`src/rtl/mul_float_pkg.sv`:
```
// rtl/mul_float_pkg.sv - shared FSM encoding, flag indices and defaults for the mul_float driver
package mul_float_pkg;

    localparam int DEFAULT_FLOAT_WIDTH = 32;

    localparam int FLAG_NAN  = 3;
    localparam int FLAG_OVF  = 2;
    localparam int FLAG_UNF  = 1;
    localparam int FLAG_ZERO = 0;

    typedef enum logic [1:0] {
        ST_IDLE  = 2'd0,
        ST_ISSUE = 2'd1,
        ST_WAIT  = 2'd2,
        ST_HOLD  = 2'd3
    } drv_state_t;

endpackage

```
`src/rtl/mul_float_driver_sync_fifo.sv`:
```
// rtl/mul_float_driver_sync_fifo.sv - power-of-2 synchronous FIFO with registered not-full ready
module sync_fifo #(
    parameter int WIDTH = 64,
    parameter int DEPTH = 4
) (
    input  logic             clk,
    input  logic             rst,
    input  logic             i_push,
    input  logic [WIDTH-1:0] i_wdata,
    input  logic             i_pop,
    output logic [WIDTH-1:0] o_rdata,
    output logic             o_empty,
    output logic             o_ready
);
    localparam int AW = $clog2(DEPTH);
    localparam logic [AW:0] FULL_CNT = (AW + 1)'(DEPTH);

    logic [WIDTH-1:0] r_mem [DEPTH];
    logic [AW-1:0]    r_wptr;
    logic [AW-1:0]    r_rptr;
    logic [AW:0]      r_count;
    logic [AW:0]      w_count_nxt;
    logic             w_push;
    logic             w_pop;

    // A push while full is legal only when the same cycle frees an entry.
    assign w_pop  = i_pop && (r_count != '0);
    assign w_push = i_push && ((r_count != FULL_CNT) || w_pop);

    always_comb begin
        w_count_nxt = r_count;
        if (w_push && !w_pop) begin
            w_count_nxt = r_count + 1'b1;
        end else if (!w_push && w_pop) begin
            w_count_nxt = r_count - 1'b1;
        end
    end

    always_ff @(posedge clk) begin
        if (w_push) begin
            r_mem[r_wptr] <= i_wdata;
        end
    end

    always_ff @(posedge clk) begin
        if (rst) begin
            r_wptr  <= '0;
            r_rptr  <= '0;
            r_count <= '0;
            o_ready <= 1'b1;
        end else begin
            if (w_push) begin
                r_wptr <= r_wptr + 1'b1;
            end
            if (w_pop) begin
                r_rptr <= r_rptr + 1'b1;
            end
            r_count <= w_count_nxt;
            o_ready <= (w_count_nxt != FULL_CNT);
        end
    end

    assign o_rdata = r_mem[r_rptr];
    assign o_empty = (r_count == '0);

endmodule

```
`src/rtl/mul_float_driver.sv`:
```
// rtl/mul_float_driver.sv - queues operand pairs and drives a mul_float start/done handshake; MUL_DRV_TIMEOUT_EN adds a WAIT abort
module mul_float_driver
    import mul_float_pkg::*;
#(
    parameter int FLOAT_WIDTH    = DEFAULT_FLOAT_WIDTH,
    parameter int DEPTH          = 4,
    parameter int TIMEOUT_CYCLES = 64
) (
    input  logic                   clk,
    input  logic                   rst,
    input  logic                   in_valid,
    output logic                   in_ready,
    input  logic [FLOAT_WIDTH-1:0] in_op1,
    input  logic [FLOAT_WIDTH-1:0] in_op2,
    output logic                   mul_start,
    output logic [FLOAT_WIDTH-1:0] mul_op1,
    output logic [FLOAT_WIDTH-1:0] mul_op2,
    input  logic [FLOAT_WIDTH-1:0] mul_out,
    input  logic                   mul_nan,
    input  logic                   mul_overflow,
    input  logic                   mul_underflow,
    input  logic                   mul_zero,
    input  logic                   mul_done,
    output logic                   res_valid,
    input  logic                   res_ready,
    output logic [FLOAT_WIDTH-1:0] res_data,
    output logic [3:0]             res_flags,
    output logic                   res_timeout
);
    drv_state_t               r_state;
    logic                     r_done_q;
    logic [2*FLOAT_WIDTH-1:0] w_head;
    logic                     w_empty;
    logic                     w_pop;
    logic                     w_done_edge;
    logic                     w_expire;
    logic [3:0]               w_flags;

    // Head is consumed on the same edge it is loaded into mul_op1/mul_op2.
    assign w_pop = !w_empty && ((r_state == ST_IDLE) ||
                                ((r_state == ST_HOLD) && res_ready));

    sync_fifo #(
        .WIDTH(2 * FLOAT_WIDTH),
        .DEPTH(DEPTH)
    ) u_fifo (
        .clk    (clk),
        .rst    (rst),
        .i_push (in_valid && in_ready),
        .i_wdata({in_op1, in_op2}),
        .i_pop  (w_pop),
        .o_rdata(w_head),
        .o_empty(w_empty),
        .o_ready(in_ready)
    );

    // Only a rising edge completes an operation, so a done level left over from the previous op is ignored.
    assign w_done_edge = mul_done && !r_done_q;

    always_comb begin
        w_flags            = '0;
        w_flags[FLAG_NAN]  = mul_nan;
        w_flags[FLAG_OVF]  = mul_overflow;
        w_flags[FLAG_UNF]  = mul_underflow;
        w_flags[FLAG_ZERO] = mul_zero;
    end

`ifdef MUL_DRV_TIMEOUT_EN
    localparam int CW = $clog2(TIMEOUT_CYCLES + 1);
    logic [CW-1:0] r_tmo_cnt;

    always_ff @(posedge clk) begin
        if (rst || (r_state != ST_WAIT)) begin
            r_tmo_cnt <= '0;
        end else begin
            r_tmo_cnt <= r_tmo_cnt + 1'b1;
        end
    end

    assign w_expire = (r_state == ST_WAIT) && (r_tmo_cnt == CW'(TIMEOUT_CYCLES - 1));
`else
    localparam int unused_timeout_cycles = TIMEOUT_CYCLES;
    assign w_expire = 1'b0;
`endif

    always_ff @(posedge clk) begin
        if (rst) begin
            r_state     <= ST_IDLE;
            r_done_q    <= 1'b0;
            mul_start   <= 1'b0;
            mul_op1     <= '0;
            mul_op2     <= '0;
            res_valid   <= 1'b0;
            res_data    <= '0;
            res_flags   <= '0;
            res_timeout <= 1'b0;
        end else begin
            r_done_q  <= mul_done;
            mul_start <= 1'b0;
            case (r_state)
                ST_IDLE: begin
                    if (!w_empty) begin
                        {mul_op1, mul_op2} <= w_head;
                        mul_start          <= 1'b1;
                        r_state            <= ST_ISSUE;
                    end
                end
                ST_ISSUE: begin
                    r_state <= ST_WAIT;
                end
                ST_WAIT: begin
                    if (w_done_edge) begin
                        res_data    <= mul_out;
                        res_flags   <= w_flags;
                        res_timeout <= 1'b0;
                        res_valid   <= 1'b1;
                        r_state     <= ST_HOLD;
                    end else if (w_expire) begin
                        res_data    <= '0;
                        res_flags   <= '0;
                        res_timeout <= 1'b1;
                        res_valid   <= 1'b1;
                        r_state     <= ST_HOLD;
                    end
                end
                ST_HOLD: begin
                    if (res_ready) begin
                        res_valid <= 1'b0;
                        if (!w_empty) begin
                            {mul_op1, mul_op2} <= w_head;
                            mul_start          <= 1'b1;
                            r_state            <= ST_ISSUE;
                        end else begin
                            r_state <= ST_IDLE;
                        end
                    end
                end
                default: r_state <= ST_IDLE;
            endcase
        end
    end

endmodule

```
`config.mk`:
```
export PLATFORM = sky130hd
export DESIGN_NAME = mul_float_driver
export DESIGN_NICKNAME = d
export VERILOG_FILES = /design/src/rtl/mul_float_pkg.sv /design/src/rtl/mul_float_driver_sync_fifo.sv /design/src/rtl/mul_float_driver.sv
export SDC_FILE = /design/constraint.sdc
export NUM_CORES = 1
export LEC_CHECK = 0
export BUFFER_PORTS_ARGS = -buffer_cell sky130_fd_sc_hd__buf_4
export CORE_MARGIN = 3
export CORE_UTILIZATION = 61
export CTS_CLUSTER_DIAMETER = 150
export DETAILED_ROUTE_END_ITERATION = 8
export GPL_ROUTABILITY_DRIVEN = 0
export PLACE_DENSITY = 0.91
export SETUP_SLACK_MARGIN = 0.02
export SYNTH_ARGS = -nofsm -noshare
export SYNTH_HDL_FRONTEND = slang
export SYNTH_SLANG_ARGS = --single-unit
```
`constraint.sdc`:
```
create_clock -name clk -period 7 [get_ports clk]
set_input_delay 2.1 -clock clk [delete_from_list [all_inputs] [get_ports clk]]
set_output_delay 2.1 -clock clk [all_outputs]
set_load 0.01 [all_outputs]
```
==> flow_summary.yaml <==
status:
  run_status: "finished clean"
global_routing:
  grt_first_pass_wirelength_mm: 44.18
  gr-usage-all-layers: 0.2348
  antenna_found_initial: 1
  grt_start_max_net_pins: 65
  first_global_vias: 8060
  grt_overflow_total: 0
clock_network:
  htreeDepth: 2
  post_cts_setup_repair_bufs: 0
  cts_resized: 0
  clk_latency_ns: 0.53
  cts_buffers: 38
  cts.hold.buffers_added: 0
  clk_transition_reported_paths_ns: 0.06
  clkSinkCount: 371
  clock_tree.buffer_depth: 3
  cts_tree: "built"
  clockRootBuffer: "sky130_fd_sc_hd__clkbuf_16"
synthesis:
  mappedNetlistArea_sq_um: 13700
  synthFlopType: "sky130_fd_sc_hd__edfxtp_1"
  netlist_instances: 873
  synth.yosys.warnings: 0
  async_reset_ff_frac: 0
  ys_seq_elements: 371
  yosys.cell_types.count: 48
  avgSynthCellArea_sq_um: 15.70
  mappedNetlistNets: 989
  synth_edf_count: 256
  seq_area_frac_synth: 0.7289
sta:
  timing.slew.headroom: 0.3471
  final_hold_viols: 0
  skew_ns: 0.01727
  layout_worst_path_cycle_share: 0.5416
  setup_total_negative_slack_ns: 0
  timing_worst_slew_pin_value_ns: 0.9793
  min_period_ns: 3.791
  maxClockFrequency_mhz: 263.8
  setup_repair_after_global_routing_missed_its_margin: "false"
  drv_slew: 0
  setup_viol_count_final: 0
setup_path:
  crit_path_cell_trace: "buf_4 > a21oi_1 > a31oi_1 > and2_4"
  critical_path_required_ns: 7.13
  setup.worst_path.class: "input port to register"
  cp_data_arrival_time_ns: 3.93
  timing.critical_path.slowest_stage_cell: "sky130_fd_sc_hd__and2_4"
  cp_num_buf_inv: 1
  critical_path.top_delay_family: "simple AND/OR/NAND/NOR gates"
  critical_path.max_fanout: 64
  startpoint_type: "input port"
  crit_path_max_incr_delay_ns: 0.91
  end_kind: "register"
floorplanning:
  floorplan.initialDensity: 0.6241
  core_area_sq_um: 21960
  die_h_um: 155.9
  ios: 209
  chipWidth_um: 155.9
  placement_rows: 54
  fp.dieArea_sq_um: 24300
layout:
  num_antenna_cells: 0
  final_standard_cell_area_without_fillers_sq_um: 16660
  nNetsFinal: 1193
  layout-drive-gt1-share: 0.3360
  layout-area-overhead-vs-synth_pct: 21.58
placed_design:
  hpwl_mm: 16.76
  io_buffer_count: 207
  dpl_cell_area_sq_um: 15350
power:
  leakage_nw: 5.935
  vdd_drop_max_mv: 0.3754
  cellPowerDensity_nw_per_um2: 413.4
detailed_routing:
  detailroute.via_count: 7987
  routed_wl_mm: 28.39
  drc_violations: 0
  avgViaCountPerCell: 5.758
  number_of_design_rule_violations_left_by_the_first_detailed_router_iteration: 701
  drt_pre_antenna_iters: 5
  average_routed_wire_per_standard_cell_um: 20.47
  antenna_violating_nets_post_route: 0
run:
  max_cap_viol_count: 0
hold_path:
  min_path_type: "register to register"
[flip-flops by register name, indices dropped and copies added, names as in the netlist, named ones only]
register and count:
u_fifo.r_count 3, res_valid 1, u_fifo.r_mem 256, r_done_q 1
u_fifo.r_rptr 2, mul_op1 32, r_state 2, mul_op2 32
mul_start 1, u_fifo.o_ready 1, res_flags 4, res_data 32
u_fifo.r_wptr 2
[synthesized netlist by cell type, types with 2 or more instances]
library cell	instances	area [sq um]
sky130_fd_sc_hd__ha_1	11	137.6
sky130_fd_sc_hd__nand2b_1	2	12.51
sky130_fd_sc_hd__edfxtp_1	256	7687
sky130_fd_sc_hd__nor2_1	8	30.03
sky130_fd_sc_hd__a31oi_1	2	12.51
sky130_fd_sc_hd__and2_1	5	31.28
sky130_fd_sc_hd__nand3_1	3	15.01
sky130_fd_sc_hd__clkbuf_1	17	63.81
sky130_fd_sc_hd__mux2i_1	2	20.02
sky130_fd_sc_hd__a21o_1	3	22.52
sky130_fd_sc_hd__buf_6	11	123.9
sky130_fd_sc_hd__nand2_1	196	735.7
sky130_fd_sc_hd__a21oi_1	92	460.4
sky130_fd_sc_hd__nor3_1	2	10.01
sky130_fd_sc_hd__dfxtp_1	115	2302
sky130_fd_sc_hd__inv_1	9	33.78
sky130_fd_sc_hd__mux4_2	64	1441
sky130_fd_sc_hd__or3_1	2	12.51
sky130_fd_sc_hd__buf_2	15	75.07
sky130_fd_sc_hd__a21oi_2	15	131.4
sky130_fd_sc_hd__o21ai_0	4	20.02
sky130_fd_sc_hd__and2b_4	2	20.02
sky130_fd_sc_hd__nand2_2	9	56.30
sky130_fd_sc_hd__buf_4	4	30.03
[metal layers]
layer	up-vias	wire, um	GRT usage
met2	331	14190	0.3901
met1	3940	10950	0.3041
li1	3647	-	-
met4	2	896	0.07906
met5	-	13	0
met3	67	2337	0.06463
[worst register-to-register path, cell delays in order, from the launching register on]
cell,delay (ns)
sky130_fd_sc_hd__dfxtp_1,0.40
sky130_fd_sc_hd__ha_1,0.31
sky130_fd_sc_hd__a21oi_1,0.27
sky130_fd_sc_hd__a31oi_1,0.58
sky130_fd_sc_hd__and2_4,0.91
[stage by stage]
| step | power, mW | setup WS, ns | util | std cells | hold slack [ns] |
|---|---|---|---|---|---|
| global route | 7.227 | 3.045 | 0.7588 | 1387 | 0.4723 |
| CTS | 6.955 | 3.227 | 0.7573 | 1386 | 0.4555 |
| global placement | 4.817 | 2.746 | 0.6991 | 1316 | 0.4421 |
| finish | 6.887 | 3.209 | 0.7588 | 1387 | 0.4531 |
| floorplan | 4.281 | 2.312 | - | 873 | 0.4725 |
| detailed placement | 4.899 | 2.669 | 0.6991 | 1316 | 0.4480 |
[layout by cell type (no fill, tap or decap), drive strengths merged, types with 2 or more instances in the layout]
master | synthesis | layout
nand3 | 3 | 3
nor2 | 8 | 8
buf | 31 | 212
a31oi | 2 | 2
inv | 9 | 12
dfxtp | 115 | 115
ha | 11 | 11
a21oi | 107 | 107
or3 | 2 | 2
edfxtp | 256 | 256
mux2i | 2 | 2
and2 | 6 | 6
clkbuf | 17 | 46
a21o | 3 | 3
nand2b | 2 | 2
bufinv | 0 | 5
and2b | 2 | 2
nand2 | 205 | 205
nor3 | 3 | 3
o21ai | 5 | 5
mux4 | 64 | 64
a221oi | 2 | 2
clkinv | 0 | 15
[cell type report]
cell class	instances	area, sq um
flip-flops and latches	371	9997
fillers	1259	5296
multi-input cells	445	3392
repair buffers	212	1612
clock buffers	46	1001
well taps	280	350.3
clock inverters	24	276.5
inverters	9	33.78
[path summary, 6_finish.rpt]
kind                                  start             endpoint  slack, ns  cells after the start
worst min-delay path            mul_op1[12]          mul_op1[12]       0.45                      2
worst max-delay path              res_ready  u_fifo.r_mem[1][48]       3.21                      4
worst min register to register  mul_op1[12]          mul_op1[12]       0.45                      2
worst max register to register   r_state[1]  u_fifo.r_mem[1][48]       4.12                      4
[report_power, final]
group	switching, mW	total (mW)	internal, mW
clock network	0.811	2.03	1.22
logic	0.997	1.80	0.799
registers	0.254	3.06	2.81
[cell families (layout without fill, tap and decap cells)]
family	count (synthesis)	in the layout	synth area share
muxes	66	66	0.1066
and+or+nand+nor	237	237	0.07222
xor gates and xnor gates	2	2	0.001278
AOI/OAI and AO/OA	127	127	0.05496
adders and majority gates	12	12	0.01077
buffers and inverters	57	291	0.02492
DFF	371	371	0.7289
other	1	1	0.0002736
Power figures use the tool's default switching activity.
